**src/rtl/cpu_ctrl_pkg.sv**
```systemverilog
// Shared encodings for the multi-cycle CPU controller: FSM states, opcode/funct
// values and datapath mux selects.
package cpu_ctrl_pkg;

  localparam logic [5:0] RESET_ST  = 6'd0;
  localparam logic [5:0] FETCH0    = 6'd1;
  localparam logic [5:0] FETCH1    = 6'd2;
  localparam logic [5:0] FETCH2    = 6'd3;
  localparam logic [5:0] DECODE    = 6'd4;
  localparam logic [5:0] ADD_EX    = 6'd5;
  localparam logic [5:0] SUB_EX    = 6'd6;
  localparam logic [5:0] AND_EX    = 6'd7;
  localparam logic [5:0] ADDI_EX   = 6'd8;
  localparam logic [5:0] SLTI_EX   = 6'd9;
  localparam logic [5:0] SLL_EX    = 6'd10;
  localparam logic [5:0] SRL_EX    = 6'd11;
  localparam logic [5:0] R_WB      = 6'd12;
  localparam logic [5:0] I_WB      = 6'd13;
  localparam logic [5:0] SH_WB     = 6'd14;
  localparam logic [5:0] LUI_WB    = 6'd15;
  localparam logic [5:0] MFHI_WB   = 6'd16;
  localparam logic [5:0] MFLO_WB   = 6'd17;
  localparam logic [5:0] JR_ST     = 6'd18;
  localparam logic [5:0] BEQ_ST    = 6'd19;
  localparam logic [5:0] BNE_ST    = 6'd20;
  localparam logic [5:0] J_ST      = 6'd21;
  localparam logic [5:0] JAL_ST    = 6'd22;
  localparam logic [5:0] MEM_ADDR  = 6'd23;
  localparam logic [5:0] LW_RD     = 6'd24;
  localparam logic [5:0] LW_WAIT   = 6'd25;
  localparam logic [5:0] LW_WB     = 6'd26;
  localparam logic [5:0] SW_RD     = 6'd27;
  localparam logic [5:0] SW_WR     = 6'd28;
  localparam logic [5:0] MULT_ST   = 6'd29;
  localparam logic [5:0] MULT_WAIT = 6'd30;
  localparam logic [5:0] MULT_WR   = 6'd31;
  localparam logic [5:0] DIV_ST    = 6'd32;
  localparam logic [5:0] DIV_WAIT  = 6'd33;
  localparam logic [5:0] DIV_WR    = 6'd34;
  localparam logic [5:0] EXC_EPC   = 6'd35;
  localparam logic [5:0] EXC_RD    = 6'd36;
  localparam logic [5:0] EXC_WAIT  = 6'd37;
  localparam logic [5:0] EXC_PC    = 6'd38;

  localparam logic [5:0] OP_RTYPE = 6'h00;
  localparam logic [5:0] OP_J     = 6'h02;
  localparam logic [5:0] OP_JAL   = 6'h03;
  localparam logic [5:0] OP_BEQ   = 6'h04;
  localparam logic [5:0] OP_BNE   = 6'h05;
  localparam logic [5:0] OP_ADDI  = 6'h08;
  localparam logic [5:0] OP_SLTI  = 6'h0A;
  localparam logic [5:0] OP_LUI   = 6'h0F;
  localparam logic [5:0] OP_LW    = 6'h23;
  localparam logic [5:0] OP_SW    = 6'h2B;

  localparam logic [5:0] FN_SLL  = 6'h00;
  localparam logic [5:0] FN_SRL  = 6'h02;
  localparam logic [5:0] FN_JR   = 6'h08;
  localparam logic [5:0] FN_MFHI = 6'h10;
  localparam logic [5:0] FN_MFLO = 6'h12;
  localparam logic [5:0] FN_MULT = 6'h18;
  localparam logic [5:0] FN_DIV  = 6'h1A;
  localparam logic [5:0] FN_ADD  = 6'h20;
  localparam logic [5:0] FN_SUB  = 6'h22;
  localparam logic [5:0] FN_AND  = 6'h24;

  localparam logic [1:0] IORD_ALUOUT = 2'd2;
  localparam logic [1:0] IORD_EXCPT  = 2'd3;
  localparam logic [1:0] ASA_A       = 2'd1;
  localparam logic [1:0] ASB_FOUR    = 2'd1;
  localparam logic [1:0] ASB_SE16    = 2'd2;
  localparam logic [1:0] ASB_BRANCH  = 2'd3;
  localparam logic [1:0] RDST_RD     = 2'd1;
  localparam logic [1:0] RDST_RA     = 2'd3;
  localparam logic [1:0] LS_BYTE     = 2'd2;

  localparam logic [1:0] EXC_OPCODE   = 2'd0;
  localparam logic [1:0] EXC_OVERFLOW = 2'd1;
  localparam logic [1:0] EXC_DIV0     = 2'd2;

  localparam logic [2:0] PCSRC_ALURES = 3'd0;
  localparam logic [2:0] PCSRC_ALUOUT = 3'd1;
  localparam logic [2:0] PCSRC_JUMP   = 3'd2;
  localparam logic [2:0] PCSRC_LS     = 3'd3;

  localparam logic [2:0] ALU_ADD = 3'b001;
  localparam logic [2:0] ALU_SUB = 3'b010;
  localparam logic [2:0] ALU_AND = 3'b011;
  localparam logic [2:0] ALU_CMP = 3'b111;

  localparam logic [2:0] SHC_SLL = 3'd2;
  localparam logic [2:0] SHC_SRL = 3'd3;

  localparam logic [3:0] DS_ALUOUT = 4'd0;
  localparam logic [3:0] DS_LS     = 4'd1;
  localparam logic [3:0] DS_HI     = 4'd2;
  localparam logic [3:0] DS_LO     = 4'd3;
  localparam logic [3:0] DS_PC     = 4'd4;  // link value for jal
  localparam logic [3:0] DS_SL16   = 4'd6;
  localparam logic [3:0] DS_SHIFT  = 4'd8;

  // First post-decode state for an instruction; EXC_EPC marks an unsupported encoding.
  function automatic logic [5:0] dispatch(input logic [5:0] op, input logic [5:0] fn);
    logic [5:0] nxt;
    nxt = EXC_EPC;
    case (op)
      OP_RTYPE: begin
        case (fn)
          FN_ADD:  nxt = ADD_EX;
          FN_SUB:  nxt = SUB_EX;
          FN_AND:  nxt = AND_EX;
          FN_SLL:  nxt = SLL_EX;
          FN_SRL:  nxt = SRL_EX;
          FN_MFHI: nxt = MFHI_WB;
          FN_MFLO: nxt = MFLO_WB;
          FN_JR:   nxt = JR_ST;
          FN_MULT: nxt = MULT_ST;
          FN_DIV:  nxt = DIV_ST;
          default: nxt = EXC_EPC;
        endcase
      end
      OP_ADDI: nxt = ADDI_EX;
      OP_SLTI: nxt = SLTI_EX;
      OP_LUI:  nxt = LUI_WB;
      OP_BEQ:  nxt = BEQ_ST;
      OP_BNE:  nxt = BNE_ST;
      OP_J:    nxt = J_ST;
      OP_JAL:  nxt = JAL_ST;
      OP_LW:   nxt = MEM_ADDR;
      OP_SW:   nxt = MEM_ADDR;
      default: nxt = EXC_EPC;
    endcase
    return nxt;
  endfunction

endpackage

```
**src/rtl/md_wait_counter.sv**
```systemverilog
// Down-counter timing the iterative multiply/divide unit: after a load, done is
// high on the MD_CYCLES-th following cycle. MD_CYCLES must be at least 1.
module md_wait_counter #(
  parameter int unsigned MD_CYCLES = 33
) (
  input  logic clk,
  input  logic reset,
  input  logic load,
  output logic done
);

  localparam int unsigned CntW = (MD_CYCLES > 1) ? $clog2(MD_CYCLES + 1) : 1;

  logic [CntW-1:0] cnt_q, cnt_d;

  always_comb begin
    cnt_d = cnt_q;
    if (load) begin
      cnt_d = CntW'(MD_CYCLES);
    end else if (cnt_q != '0) begin
      cnt_d = cnt_q - 1'b1;
    end
  end

  always_ff @(posedge clk) begin
    if (reset) begin
      cnt_q <= '0;
    end else begin
      cnt_q <= cnt_d;
    end
  end

  assign done = (cnt_q == CntW'(1));

endmodule

```
**src/rtl/control_unit.sv**
```systemverilog
// Multi-cycle CPU control FSM: Moore outputs decoded from the state register
// (branch PCCtrl also follows eqf), with exception and mult/div sequencing.
module control_unit
  import cpu_ctrl_pkg::*;
#(
  parameter int unsigned MD_CYCLES = 33
) (
  input  logic       clk,
  input  logic       reset,
  input  logic [5:0] opCode,
  input  logic [5:0] funct,
  input  logic       eqf,
  input  logic       gtf,
  input  logic       ov,
  input  logic       div0,
  output logic       MemCtrl,
  output logic       PCCtrl,
  output logic       IRWrite,
  output logic       RegWrite,
  output logic       ALUOutCtrl,
  output logic       EPCCtrl,
  output logic       HILOWrite,
  output logic       start,
  output logic       MDCtrl,
  output logic       SECtrl,
  output logic       ShiftSrc,
  output logic       ShiftAmt,
  output logic [1:0] IorD,
  output logic [1:0] ALUSrcA,
  output logic [1:0] ALUSrcB,
  output logic [1:0] RegDst,
  output logic [1:0] LSCtrl,
  output logic [1:0] SSCtrl,
  output logic [1:0] ExcptCtrl,
  output logic [2:0] ShiftCtrl,
  output logic [2:0] PCSrc,
  output logic [2:0] ALUCtrl,
  output logic [3:0] DataSrc
);

  logic [5:0] state_q, state_d;
  logic [1:0] exc_q, exc_d;
  logic       md_load, md_done;
  logic       unused_gtf;

  assign unused_gtf = gtf;
  assign md_load    = (state_q == MULT_ST) || (state_q == DIV_ST);

  md_wait_counter #(
    .MD_CYCLES(MD_CYCLES)
  ) u_md_wait (
    .clk  (clk),
    .reset(reset),
    .load (md_load),
    .done (md_done)
  );

  always_comb begin
    state_d = state_q;
    exc_d   = exc_q;
    case (state_q)
      RESET_ST: state_d = FETCH0;
      FETCH0:   state_d = FETCH1;
      FETCH1:   state_d = FETCH2;
      FETCH2:   state_d = DECODE;
      DECODE: begin
        state_d = dispatch(opCode, funct);
        if (state_d == EXC_EPC) exc_d = EXC_OPCODE;
      end
      ADD_EX, SUB_EX, ADDI_EX: begin
        if (ov) begin
          state_d = EXC_EPC;
          exc_d   = EXC_OVERFLOW;
        end else begin
          state_d = (state_q == ADDI_EX) ? I_WB : R_WB;
        end
      end
      AND_EX:    state_d = R_WB;
      SLTI_EX:   state_d = I_WB;
      SLL_EX,
      SRL_EX:    state_d = SH_WB;
      MEM_ADDR:  state_d = (opCode == OP_SW) ? SW_RD : LW_RD;
      LW_RD:     state_d = LW_WAIT;
      LW_WAIT:   state_d = LW_WB;
      SW_RD:     state_d = SW_WR;
      MULT_ST:   state_d = MULT_WAIT;
      MULT_WAIT: if (md_done) state_d = MULT_WR;
      DIV_ST:    state_d = DIV_WAIT;
      DIV_WAIT: begin
        if (md_done) begin
          if (div0) begin
            state_d = EXC_EPC;
            exc_d   = EXC_DIV0;
          end else begin
            state_d = DIV_WR;
          end
        end
      end
      EXC_EPC:   state_d = EXC_RD;
      EXC_RD:    state_d = EXC_WAIT;
      EXC_WAIT:  state_d = EXC_PC;
      // Every last-cycle state (and any illegal encoding) returns to fetch.
      default:   state_d = FETCH0;
    endcase
  end

  always_ff @(posedge clk) begin
    if (reset) begin
      state_q <= RESET_ST;
      exc_q   <= EXC_OPCODE;
    end else begin
      state_q <= state_d;
      exc_q   <= exc_d;
    end
  end

  always_comb begin
    MemCtrl    = 1'b0;
    PCCtrl     = 1'b0;
    IRWrite    = 1'b0;
    RegWrite   = 1'b0;
    ALUOutCtrl = 1'b0;
    EPCCtrl    = 1'b0;
    HILOWrite  = 1'b0;
    start      = 1'b0;
    MDCtrl     = 1'b0;
    SECtrl     = 1'b0;
    ShiftSrc   = 1'b0;
    ShiftAmt   = 1'b0;
    IorD       = 2'd0;
    ALUSrcA    = 2'd0;
    ALUSrcB    = 2'd0;
    RegDst     = 2'd0;
    LSCtrl     = 2'd0;
    SSCtrl     = 2'd0;
    ExcptCtrl  = 2'd0;
    ShiftCtrl  = 3'd0;
    PCSrc      = 3'd0;
    ALUCtrl    = 3'd0;
    DataSrc    = 4'd0;
    case (state_q)
      FETCH2: begin
        IRWrite = 1'b1;
        ALUSrcB = ASB_FOUR;
        ALUCtrl = ALU_ADD;
        PCSrc   = PCSRC_ALURES;
        PCCtrl  = 1'b1;
      end
      DECODE: begin
        ALUSrcB    = ASB_BRANCH;
        ALUCtrl    = ALU_ADD;
        ALUOutCtrl = 1'b1;
      end
      ADD_EX, SUB_EX, AND_EX: begin
        ALUSrcA    = ASA_A;
        ALUOutCtrl = 1'b1;
        ALUCtrl    = (state_q == ADD_EX) ? ALU_ADD : (state_q == SUB_EX) ? ALU_SUB : ALU_AND;
      end
      ADDI_EX, SLTI_EX: begin
        ALUSrcA    = ASA_A;
        ALUSrcB    = ASB_SE16;
        ALUOutCtrl = 1'b1;
        ALUCtrl    = (state_q == ADDI_EX) ? ALU_ADD : ALU_CMP;
      end
      SLL_EX, SRL_EX: begin
        ShiftSrc  = 1'b1;
        ShiftAmt  = 1'b1;
        ShiftCtrl = (state_q == SLL_EX) ? SHC_SLL : SHC_SRL;
      end
      R_WB: begin
        RegWrite = 1'b1;
        RegDst   = RDST_RD;
        DataSrc  = DS_ALUOUT;
      end
      I_WB:    RegWrite = 1'b1;
      SH_WB: begin
        RegWrite = 1'b1;
        RegDst   = RDST_RD;
        DataSrc  = DS_SHIFT;
      end
      LUI_WB: begin
        RegWrite = 1'b1;
        DataSrc  = DS_SL16;
      end
      MFHI_WB, MFLO_WB: begin
        RegWrite = 1'b1;
        RegDst   = RDST_RD;
        DataSrc  = (state_q == MFHI_WB) ? DS_HI : DS_LO;
      end
      JR_ST: begin
        ALUSrcA = ASA_A;
        ALUCtrl = ALU_ADD;
        PCSrc   = PCSRC_ALURES;
        PCCtrl  = 1'b1;
      end
      BEQ_ST, BNE_ST: begin
        ALUSrcA = ASA_A;
        ALUCtrl = ALU_CMP;
        PCSrc   = PCSRC_ALUOUT;
        PCCtrl  = (state_q == BEQ_ST) ? eqf : !eqf;
      end
      J_ST: begin
        PCSrc  = PCSRC_JUMP;
        PCCtrl = 1'b1;
      end
      JAL_ST: begin
        PCSrc    = PCSRC_JUMP;
        PCCtrl   = 1'b1;
        RegWrite = 1'b1;
        RegDst   = RDST_RA;
        DataSrc  = DS_PC;
      end
      MEM_ADDR: begin
        ALUSrcA    = ASA_A;
        ALUSrcB    = ASB_SE16;
        ALUCtrl    = ALU_ADD;
        ALUOutCtrl = 1'b1;
      end
      LW_RD, SW_RD: IorD = IORD_ALUOUT;
      LW_WB: begin
        RegWrite = 1'b1;
        DataSrc  = DS_LS;
      end
      SW_WR: begin
        IorD    = IORD_ALUOUT;
        MemCtrl = 1'b1;
      end
      MULT_ST:   start = 1'b1;
      MULT_WR:   HILOWrite = 1'b1;
      DIV_ST: begin
        MDCtrl = 1'b1;
        start  = 1'b1;
      end
      DIV_WAIT:  MDCtrl = 1'b1;
      DIV_WR: begin
        MDCtrl    = 1'b1;
        HILOWrite = 1'b1;
      end
      EXC_EPC: begin
        ALUSrcB = ASB_FOUR;
        ALUCtrl = ALU_SUB;
        EPCCtrl = 1'b1;
      end
      EXC_RD: begin
        IorD      = IORD_EXCPT;
        ExcptCtrl = exc_q;
      end
      EXC_PC: begin
        LSCtrl = LS_BYTE;
        PCSrc  = PCSRC_LS;
        PCCtrl = 1'b1;
      end
      default: ;
    endcase
  end

endmodule

```
**config.mk**
```make
export PLATFORM = sky130hd
export DESIGN_NAME = control_unit
export DESIGN_NICKNAME = d
export VERILOG_FILES = /design/src/rtl/cpu_ctrl_pkg.sv /design/src/rtl/md_wait_counter.sv /design/src/rtl/control_unit.sv
export SDC_FILE = /design/constraint.sdc
export NUM_CORES = 1
export LEC_CHECK = 0
export CAP_MARGIN = 0
export CORE_AREA = 8 8 74 76
export CTS_BUF_LIST = sky130_fd_sc_hd__clkbuf_4
export DETAILED_ROUTE_END_ITERATION = 8
export DIE_AREA = 0 0 82 84
export PLACE_DENSITY = 0.81
export SYNTH_ARGS = -nofsm -noshare
export SYNTH_HDL_FRONTEND = slang
export SYNTH_SLANG_ARGS = --single-unit
```
**constraint.sdc**
```tcl
create_clock -name clk -period 2.1 [get_ports clk]
set_input_delay 0.21 -clock clk [delete_from_list [all_inputs] [get_ports clk]]
set_output_delay 0.21 -clock clk [all_outputs]
set_load 0.02 [all_outputs]
```
-- Word level (Yosys, flattened, before mapping)
Cells that the tools add are included.
- word-level logic and storage cells: 141
- output and inout bits: 39
- flip-flop bits (word level): 14
- bits of input ports: 18
- $add $sub $neg: 1
- reduce and logical (&&, ||, !) cells: 30
- equality and inequality tests: 63
- mux-type cells: 43
- operator list (kind ; number):
    $eq 6x5->1 const B ; 20
    $pmux 6 s19 ; 1
    $eq 6x6->1 const B ; 13
    $eq 6x4->1 const B ; 12
    $pmux 6 s10 ; 1
    $pmux 6 s9 ; 1
    $eq 6x3->1 const B ; 6
    $mux 6 ; 6
    $eq 6x2->1 const B ; 5
    $pmux 4 s5 ; 1
    $reduce_or 2->1 ; 10
    $mux 2 ; 9
    $pmux 2 s3 ; 3
    $mux 1 ; 16
    $pmux 3 s5 ; 1
    $reduce_or 3->1 ; 5
    $eq 6x1->1 const B ; 2
    $logic_not 6->1 ; 2
    $ne 2x2->1 const B ; 5
    $reduce_or 9->1 ; 1
    $pmux 2 s2 ; 2
    $reduce_or 4->1 ; 2
    $reduce_or 8->1 ; 1
    $reduce_or 7->1 ; 1
    11 further kinds ; 11

-- Longest topological paths before layout
Gate-level depths: netlist of run 1.
- word-level depth: 7
- gate-level depth with buffers: 7
- gate-level depth less buffers: 6

-- By module
A second synthesis of run 1 with hierarchy kept.
- cell total of the unflattened synthesis: 333
- area, all modules: 2180.8 um^2
- modules (own cells, without submodules) (module ; times used ; sequential area each (um^2) ; area an instance (um^2) ; cells an instance):
    control_unit ; 1 ; 160.2 ; 1840.5 ; 298
    md_wait_counter ; 1 ; 120.1 ; 340.3 ; 35

-- Least setup slack after synthesis of run 1
OpenSTA, ideal clock, no wires.
- kind: flip-flop to output port
- start point: reg state_q[3]
- end point: out RegDst[1]
- buffers on the path: 4
- setup slack: 174 ps
- required time: 1890 ps
- stages on the path, launching flop included: 6
- data arrival time: 1716 ps
- cells stage by stage: dfxtp_1 buf_2 buf_2 buf_2 buf_1 nor4_1
- word-level cells in the longest chain between the ends: 3
- elaborated cells between the ends (all ways): 7
- those cells by class: 5 x eq/ne; 1 x mux; 1 x reduce/logical
- RTL lines (item ; line ; source):
    start: declaration ; control_unit.sv:41 ; logic [5:0] state_q, state_d;
    start signal: assignment ; control_unit.sv:112 ; state_q <= state_d;
    $eq 6x5->1 or $eq 6x4->1 (tied branches) ; control_unit.sv:141 ; case (state_q)
    $reduce_or 4->1 (no line) ; n/a ;
    $pmux 2 s2 (*) ; control_unit.sv:141 ;
    end: declaration ; control_unit.sv:31 ; output logic [1:0] RegDst,
Every way passes the cells marked *; elsewhere a longest branch is shown, timed or not.

-- Final worst setup path of run 1
- start point: reg state_q[5]
- end point: out MDCtrl
- word-level cells in the longest chain between the ends: 3
- elaborated cells between the ends (all ways): 5
- those cells by class: 3 x eq/ne; 1 x mux; 1 x reduce/logical
- RTL lines (item ; line ; source):
    $eq 6x6->1 ; control_unit.sv:141 ;
    $reduce_or 3->1 (no line) (*) ; n/a ;
    $mux 1 (*) ; control_unit.sv:141 ;
    end: declaration ; control_unit.sv:24 ; output logic MDCtrl,
Marks and branches as above.

==> out/results.ini, run 1 <==
[run_status]
status=finished clean

[logic_synthesis]
yosysSeqAreaShare=0.132
async_flop_share=0
synth_warnings=0
synth.distinct_cells=60
synth_ff_type=dfxtp_1
synth_enable_flop_cells=0
netlist_area_um2=2120
syn_inst=326
synth.avg_cell_area_um2=6.51
synth_seq_cells=14

[final_layout]
fillers=383
layout-drive-gt1-share=0.230
final_cells=461
fin_util=0.690
nets=430
syn_to_final_growth_pct=38.8
antenna_cells=0

[worst_setup_path]
cp-end-kind=output port
startpoint_type=flip-flop
worst-path-max-fanout=5
crit_arrival_ps=1850
path_class=flip-flop to output port
cp_data_required_time_ps=1890

[pwr]
p_sw_frac=0.490
p_sw_mw=1.06
peakVddDrop_v=0.000269
p_int_mw=1.10
comb_power_share=0.731
power_frac_seq=0.197
pwr-share-clk=0.072
p_leak_nw=1.23
total_power_mw=2.16
powerDensity_nw_per_um2=733

[clock_network]
cts_sinks=14
cts_buffers=3
cts_setup_buffers=0
cts_max_level=1
clkLatencyLatePin_ps=280
cts_max_path_buffers=2
clkTransAtPathRegs_ps=80
clock-root-buffer=clkbuf_4
cts_tree=yes

[place]
dp.cells=457
gp_congestion=0.922
portBuffers=48
dp_hpwl_um=5900

[floorplanning]
die-area_um2=6890
dieWidth_um=82
core_area_um2=4260
die_h_um=84
num_rows=24
start_util=0.497
io_pins=57

[timing]
hold_viol=0
setup_viol=0
maxSlewViolCount=0
fmax_mhz=486
holdWs_ps=509
rsz0062_at_grt=yes
fin_crit_sh=0.980
min_period_ps=2060
fin_skew_ps=4.19

[grt]
grt_max_degree=23
antenna_found_initial=0
grt_pass1_wl_um=11600
grt_pass1_vias=2575
track_usage=0.201
grt-ovfl-total=0

[detailed_routing]
vias=2817
drcViolationCount=0
detail_route.iter0.violations=421
vias_per_cell=6.11
ant_nets=0
firstDrtPassIters=4
wl_per_cell_um=16.0
wirelength_um=7360

[flow_run]
max_cap_violations=0

[hold_path]
min_path_type=flip-flop to flip-flop

==> registers in the layout, indices dropped and copies added, names as in the netlist <==
name             cells
state_q              6
u_md_wait.cnt_q      6
exc_q                2
==> area by class of cell <==
cell class | count | area, um^2 | area share
Multi-Input combinational cell | 269 | 1650 | 0.559
Tap cell | 52 | 65.1 | 0.0221
Clock buffer | 3 | 22.5 | 0.00765
Inverter | 13 | 48.8 | 0.0166
Timing Repair Buffer | 109 | 876 | 0.297
Clock inverter | 1 | 3.75 | 0.00127
Sequential cell | 14 | 283 | 0.0960
==> path summary, 6_finish.rpt <==
path / from / to / slack (ps) / depth (start not counted)
min reg2reg: exc_q[1] / exc_q[1] / 510 / 2
max: state_q[5] / MDCtrl / 40 / 4
min: exc_q[1] / exc_q[1] / 510 / 2
max reg2reg: state_q[3] / exc_q[0] / 180 / 6
==> metal layers <==
layer	GRT usage	up-vias	share of wire	wire length, um
met2	0.355	150	0.50	3700
met4	0.0559	0	0.013	96
li1	-	1351	-	-
met3	0.0226	11	0.078	571
met5	0	-	0	0
met1	0.243	1305	0.41	2990
==> power by group through the flow <==
stage               sequential, mW  combinational (mW)  clock [mW]
global route                 0.434                1.70       0.170
detailed placement           0.422                1.57           0
global placement             0.415                1.54           0
floorplan                    0.378                1.02           0
finish                       0.425                1.58       0.156
CTS                          0.417                1.55       0.161
==> cells by family (layout without fill, tap and decap cells) <==
| group | count (synthesis) | in the layout | share of synthesized area |
|---|---|---|---|
| buffers and inverters | 49 | 126 | 0.109 |
| multiplexers | 2 | 2 | 0.00944 |
| AND/OR/NAND/NOR | 149 | 149 | 0.381 |
| flip-flops | 14 | 14 | 0.132 |
| other | 1 | 7 | 0.00177 |
| adder cells (fa/ha/maj) | 2 | 2 | 0.0118 |
| XOR/XNOR | 6 | 6 | 0.0248 |
| AO/OA/AOI/OAI | 103 | 103 | 0.331 |
==> Yosys cell counts (2+ instances only) <==
| cell type | count | area [um^2] |
|---|---|---|
| a2111oi_0 | 2 | 17.5 |
| a211oi_1 | 6 | 45.0 |
| a21boi_0 | 3 | 22.5 |
| a21o_1 | 4 | 30.0 |
| a21oi_1 | 30 | 150 |
| a22oi_1 | 4 | 30.0 |
| a2bb2oi_1 | 3 | 26.3 |
| a311oi_1 | 4 | 35.0 |
| a31oi_1 | 4 | 25.0 |
| and2_1 | 7 | 43.8 |
| and3_1 | 2 | 12.5 |
| buf_1 | 3 | 11.3 |
| buf_2 | 10 | 50.1 |
| buf_4 | 9 | 67.6 |
| clkbuf_1 | 14 | 52.6 |
| dfxtp_1 | 14 | 280 |
| ha_1 | 2 | 25.0 |
| inv_1 | 13 | 48.8 |
| mux2i_1 | 2 | 20.0 |
| nand2_1 | 23 | 86.3 |
| nand2b_1 | 7 | 43.8 |
| nand3_1 | 7 | 35.0 |
| nand3b_1 | 5 | 37.5 |
| nand4_1 | 4 | 25.0 |
| nand4b_1 | 2 | 17.5 |
| nor2_1 | 39 | 146 |
| nor2b_1 | 10 | 62.6 |
| nor3_1 | 12 | 60.1 |
| nor3b_1 | 4 | 30.0 |
| nor4_1 | 10 | 62.6 |
| nor4b_1 | 2 | 17.5 |
| o211ai_1 | 2 | 15.0 |
| o21ai_0 | 20 | 100 |
| o22ai_1 | 2 | 12.5 |
| o31a_1 | 2 | 17.5 |
| o32a_1 | 2 | 20.0 |
| o32ai_1 | 4 | 35.0 |
| or2_2 | 3 | 18.8 |
| or3_1 | 4 | 25.0 |
| or3b_2 | 2 | 17.5 |
| xnor2_1 | 5 | 43.8 |
==> cells in the final DEF, fill, tap and decap left out, types with 10 or more instances in the layout <==
cell type         n
nor3_1           12
a21oi_1          30
nand2_1          23
nor2b_1          10
clkdlybuf4s50_1  16
buf_4            59
nor2_1           37
inv_1            12
nor4_1           10
dlygate4sd2_1    17
dfxtp_1          12
clkbuf_2         12
o21ai_0          20
==> worst max-delay path: stages (launching register included) <==
cell,delay (ps)
dfxtp_2,380
or3b_2,470
buf_4,160
a211oi_1,190
dlygate4sd2_1,370
==> stage by stage <==
| step | TNS [ps] | instance area (um^2) | setup slack, ps |
|---|---|---|---|
| floorplan | 0 | 2140 | 174 |
| global placement | -11.5 | 2990 | -11.3 |
| global route | -76.1 | 2940 | -25.6 |
| detailed placement | -70.8 | 2990 | -34.7 |
| finish | 0 | 2940 | 42.3 |
| CTS | 0 | 2990 | 2.36 |
==> repair_timing <==
action,CTS,global route
gates cloned,0,0
endpoints found under the setup margin,32,22
hold buffers,0,0
resized for setup,40,32
Note: power is estimated with default switching activity, not from simulation.
==> inputs of run 2 (changes only) <==
--- a/config.mk
+++ b/config.mk
@@ -5,12 +5,12 @@
 export SDC_FILE = /design/constraint.sdc
 export NUM_CORES = 1
 export LEC_CHECK = 0
-export CAP_MARGIN = 0
-export CORE_AREA = 8 8 74 76
+export CAP_MARGIN = 20
+export CORE_AREA = 8 8 76 78
 export CTS_BUF_LIST = sky130_fd_sc_hd__clkbuf_4
 export DETAILED_ROUTE_END_ITERATION = 8
-export DIE_AREA = 0 0 82 84
-export PLACE_DENSITY = 0.81
+export DIE_AREA = 0 0 84 86
+export PLACE_DENSITY = 0.77
 export SYNTH_ARGS = -nofsm -noshare
 export SYNTH_HDL_FRONTEND = slang
 export SYNTH_SLANG_ARGS = --single-unit
==> constraint.sdc (replaced) <==
create_clock -name clk -period 2.3 [get_ports clk]
set_input_delay 0.23 -clock clk [delete_from_list [all_inputs] [get_ports clk]]
set_output_delay 0.23 -clock clk [all_outputs]
set_load 0.02 [all_outputs]
==> out/results.ini, run 2 (synthesized netlist as in run 1, its figures left out) <==
[timing]
setup_viol=0  ; unchanged
maxSlewViolCount=0  ; unchanged
fin_crit_sh=0.968
min_period_ps=2230
fin_ws_ps=74.3  ; +32.0 ps
hold_viol=0  ; unchanged
fin_skew_ps=2.06  ; -2.14 ps
tightest_slew_ps=650
tns_ps=0  ; unchanged
holdWs_ps=513  ; +3.76 ps
slew_headroom=0.562
fmax_mhz=449
rsz0062_at_grt=no

[grt]
grt_max_degree=30  ; +30%
track_usage=0.191  ; -0.0104
grt_pass1_wl_um=11900  ; +2.8%
antenna_found_initial=0  ; unchanged
grt_pass1_vias=2520  ; -2.1%
grt-ovfl-total=0  ; unchanged

[place]
gp_congestion=0.970  ; +5.2%
placed_area_um2=2820  ; -5.9%
detailedPlace.worstSlack_ps=99.1  ; +134 ps
dp.cells=437  ; -4.4%
portBuffers=48  ; unchanged
dp_hpwl_um=5570  ; -5.6%

[floorplanning]
io_pins=57  ; unchanged
num_rows=25  ; +4.2%
die-area_um2=7220  ; +4.9%
start_util=0.461  ; -0.0361
die_h_um=86  ; +2.4%
core_area_um2=4600  ; +7.8%
dieWidth_um=84  ; +2.4%

[final_layout]
nets=408  ; -5.1%
layout_common_cells=nor2_1 (38), buf_4 (38), a21oi_1 (30)
fillers=433  ; +13%
register_area_um2=284  ; +0.44%
fin_util=0.621  ; -0.0692
final_cells=441  ; -4.3%
reg.largest.list=state_q x6, u_md_wait.cnt_q x6, exc_q x2
layout-drive-gt1-share=0.147  ; -0.0825
fin_area_um2=2860  ; -3.0%
syn_to_final_growth_pct=34.7
multi_input_comb_area_um2=1640  ; -0.61%
antenna_cells=0  ; unchanged

[clock_network]
ctsHoldBuffers=0  ; unchanged
cts_tree=yes
clock-root-buffer=clkbuf_4
clkTransAtPathRegs_ps=80  ; about the same
cts_buffers=3  ; unchanged
cts_sinks=14  ; unchanged
cts_max_path_buffers=2  ; unchanged
clkLatencyLatePin_ps=280  ; about the same
cts_max_level=1  ; unchanged

[worst_setup_path]
r2r-start=u_md_wait.cnt_q[2]
crit_arrival_ps=2000  ; +150 ps
worstReg2RegEnd=exc_q[1]
path_class=flip-flop to output port
reg2reg_depth=5  ; -1
cp-end-kind=output port
rrSetupSlack_ps=280  ; +100 ps
startpoint_type=flip-flop
worst-path-max-fanout=10  ; +5
cp_data_required_time_ps=2070  ; +180 ps

[detailed_routing]
wl_per_cell_um=16.1  ; +0.97%
detail_route.iter0.violations=288  ; -32%
wirelength_um=7110  ; -3.4%
vias_per_cell=6.09  ; -0.40%
ant_nets=0  ; unchanged
drcViolationCount=0  ; unchanged
firstDrtPassIters=6  ; +2
vias=2684  ; -4.7%

[hold_path]
hp-start=exc_q[0]
holdPathEnd=exc_q[0]
worstHoldPathCells=2  ; unchanged
min_path_type=flip-flop to flip-flop

[pwr]
peakVddDrop_v=0.000266  ; -1.2%
powerDensity_nw_per_um2=648  ; -12%
total_power_mw=1.85  ; -14%
p_leak_nw=1.31  ; +7.0%

[flow_run]
max_cap_violations=0  ; unchanged

[run_status]
status=finished clean

## run 2: final cells by class
class	count	area share
Clock buffer	3	0.00788
Tap cell	54	0.0237
Sequential cell	14	0.0994
Clock inverter	1	0.00131
Multi-Input combinational cell	269	0.572
Timing Repair Buffer	87	0.278
Inverter	13	0.0171
## run 2: critical path: stages, from the launching register on
cell and delay, ps:
dfxtp_2 400, or3b_2 470, nor2_1 100, buf_4 140, clkdlybuf4s50_1 600
## run 2: power by group
| part | leakage (nW) | internal [mW] | switching (mW) |
|---|---|---|---|
| combinational | 1.18 | 0.559 | 0.759 |
| sequential | 0.116 | 0.309 | 0.0800 |
| clock | 0.0154 | 0.0630 | 0.0815 |
| total | 1.31 | 0.931 | 0.921 |
## run 2: metal layers
layer  part of all wire  GRT usage  up-vias
met4              0.015     0.0549        0
met3              0.070     0.0303       13
met1               0.42      0.229     1236
li1                   -          -     1310
met2               0.49      0.340      125
met5                  0          0        -
## run 2: timing repair
| action | 4_1_cts | 5_1_grt |
|---|---|---|
| endpoints found under the setup margin | 28 | 13 |
| setup buffers | 0 | 0 |
| gates resized for setup | 20 | 13 |
## run 2: how the worst max path moves through the flow
stage | start | endpoint | slack (ps) | cells after the start
global placement | state_q[3] | ALUCtrl[1] | 80 | 3
detailed placement | opCode[0] | exc_q[1] | 100 | 6
floorplan | state_q[3] | RegDst[1] | 350 | 5
finish | state_q[3] | IorD[0] | 70 | 4
CTS | state_q[5] | HILOWrite | 1 | 5
global route | state_q[4] | IorD[0] | 9 | 4
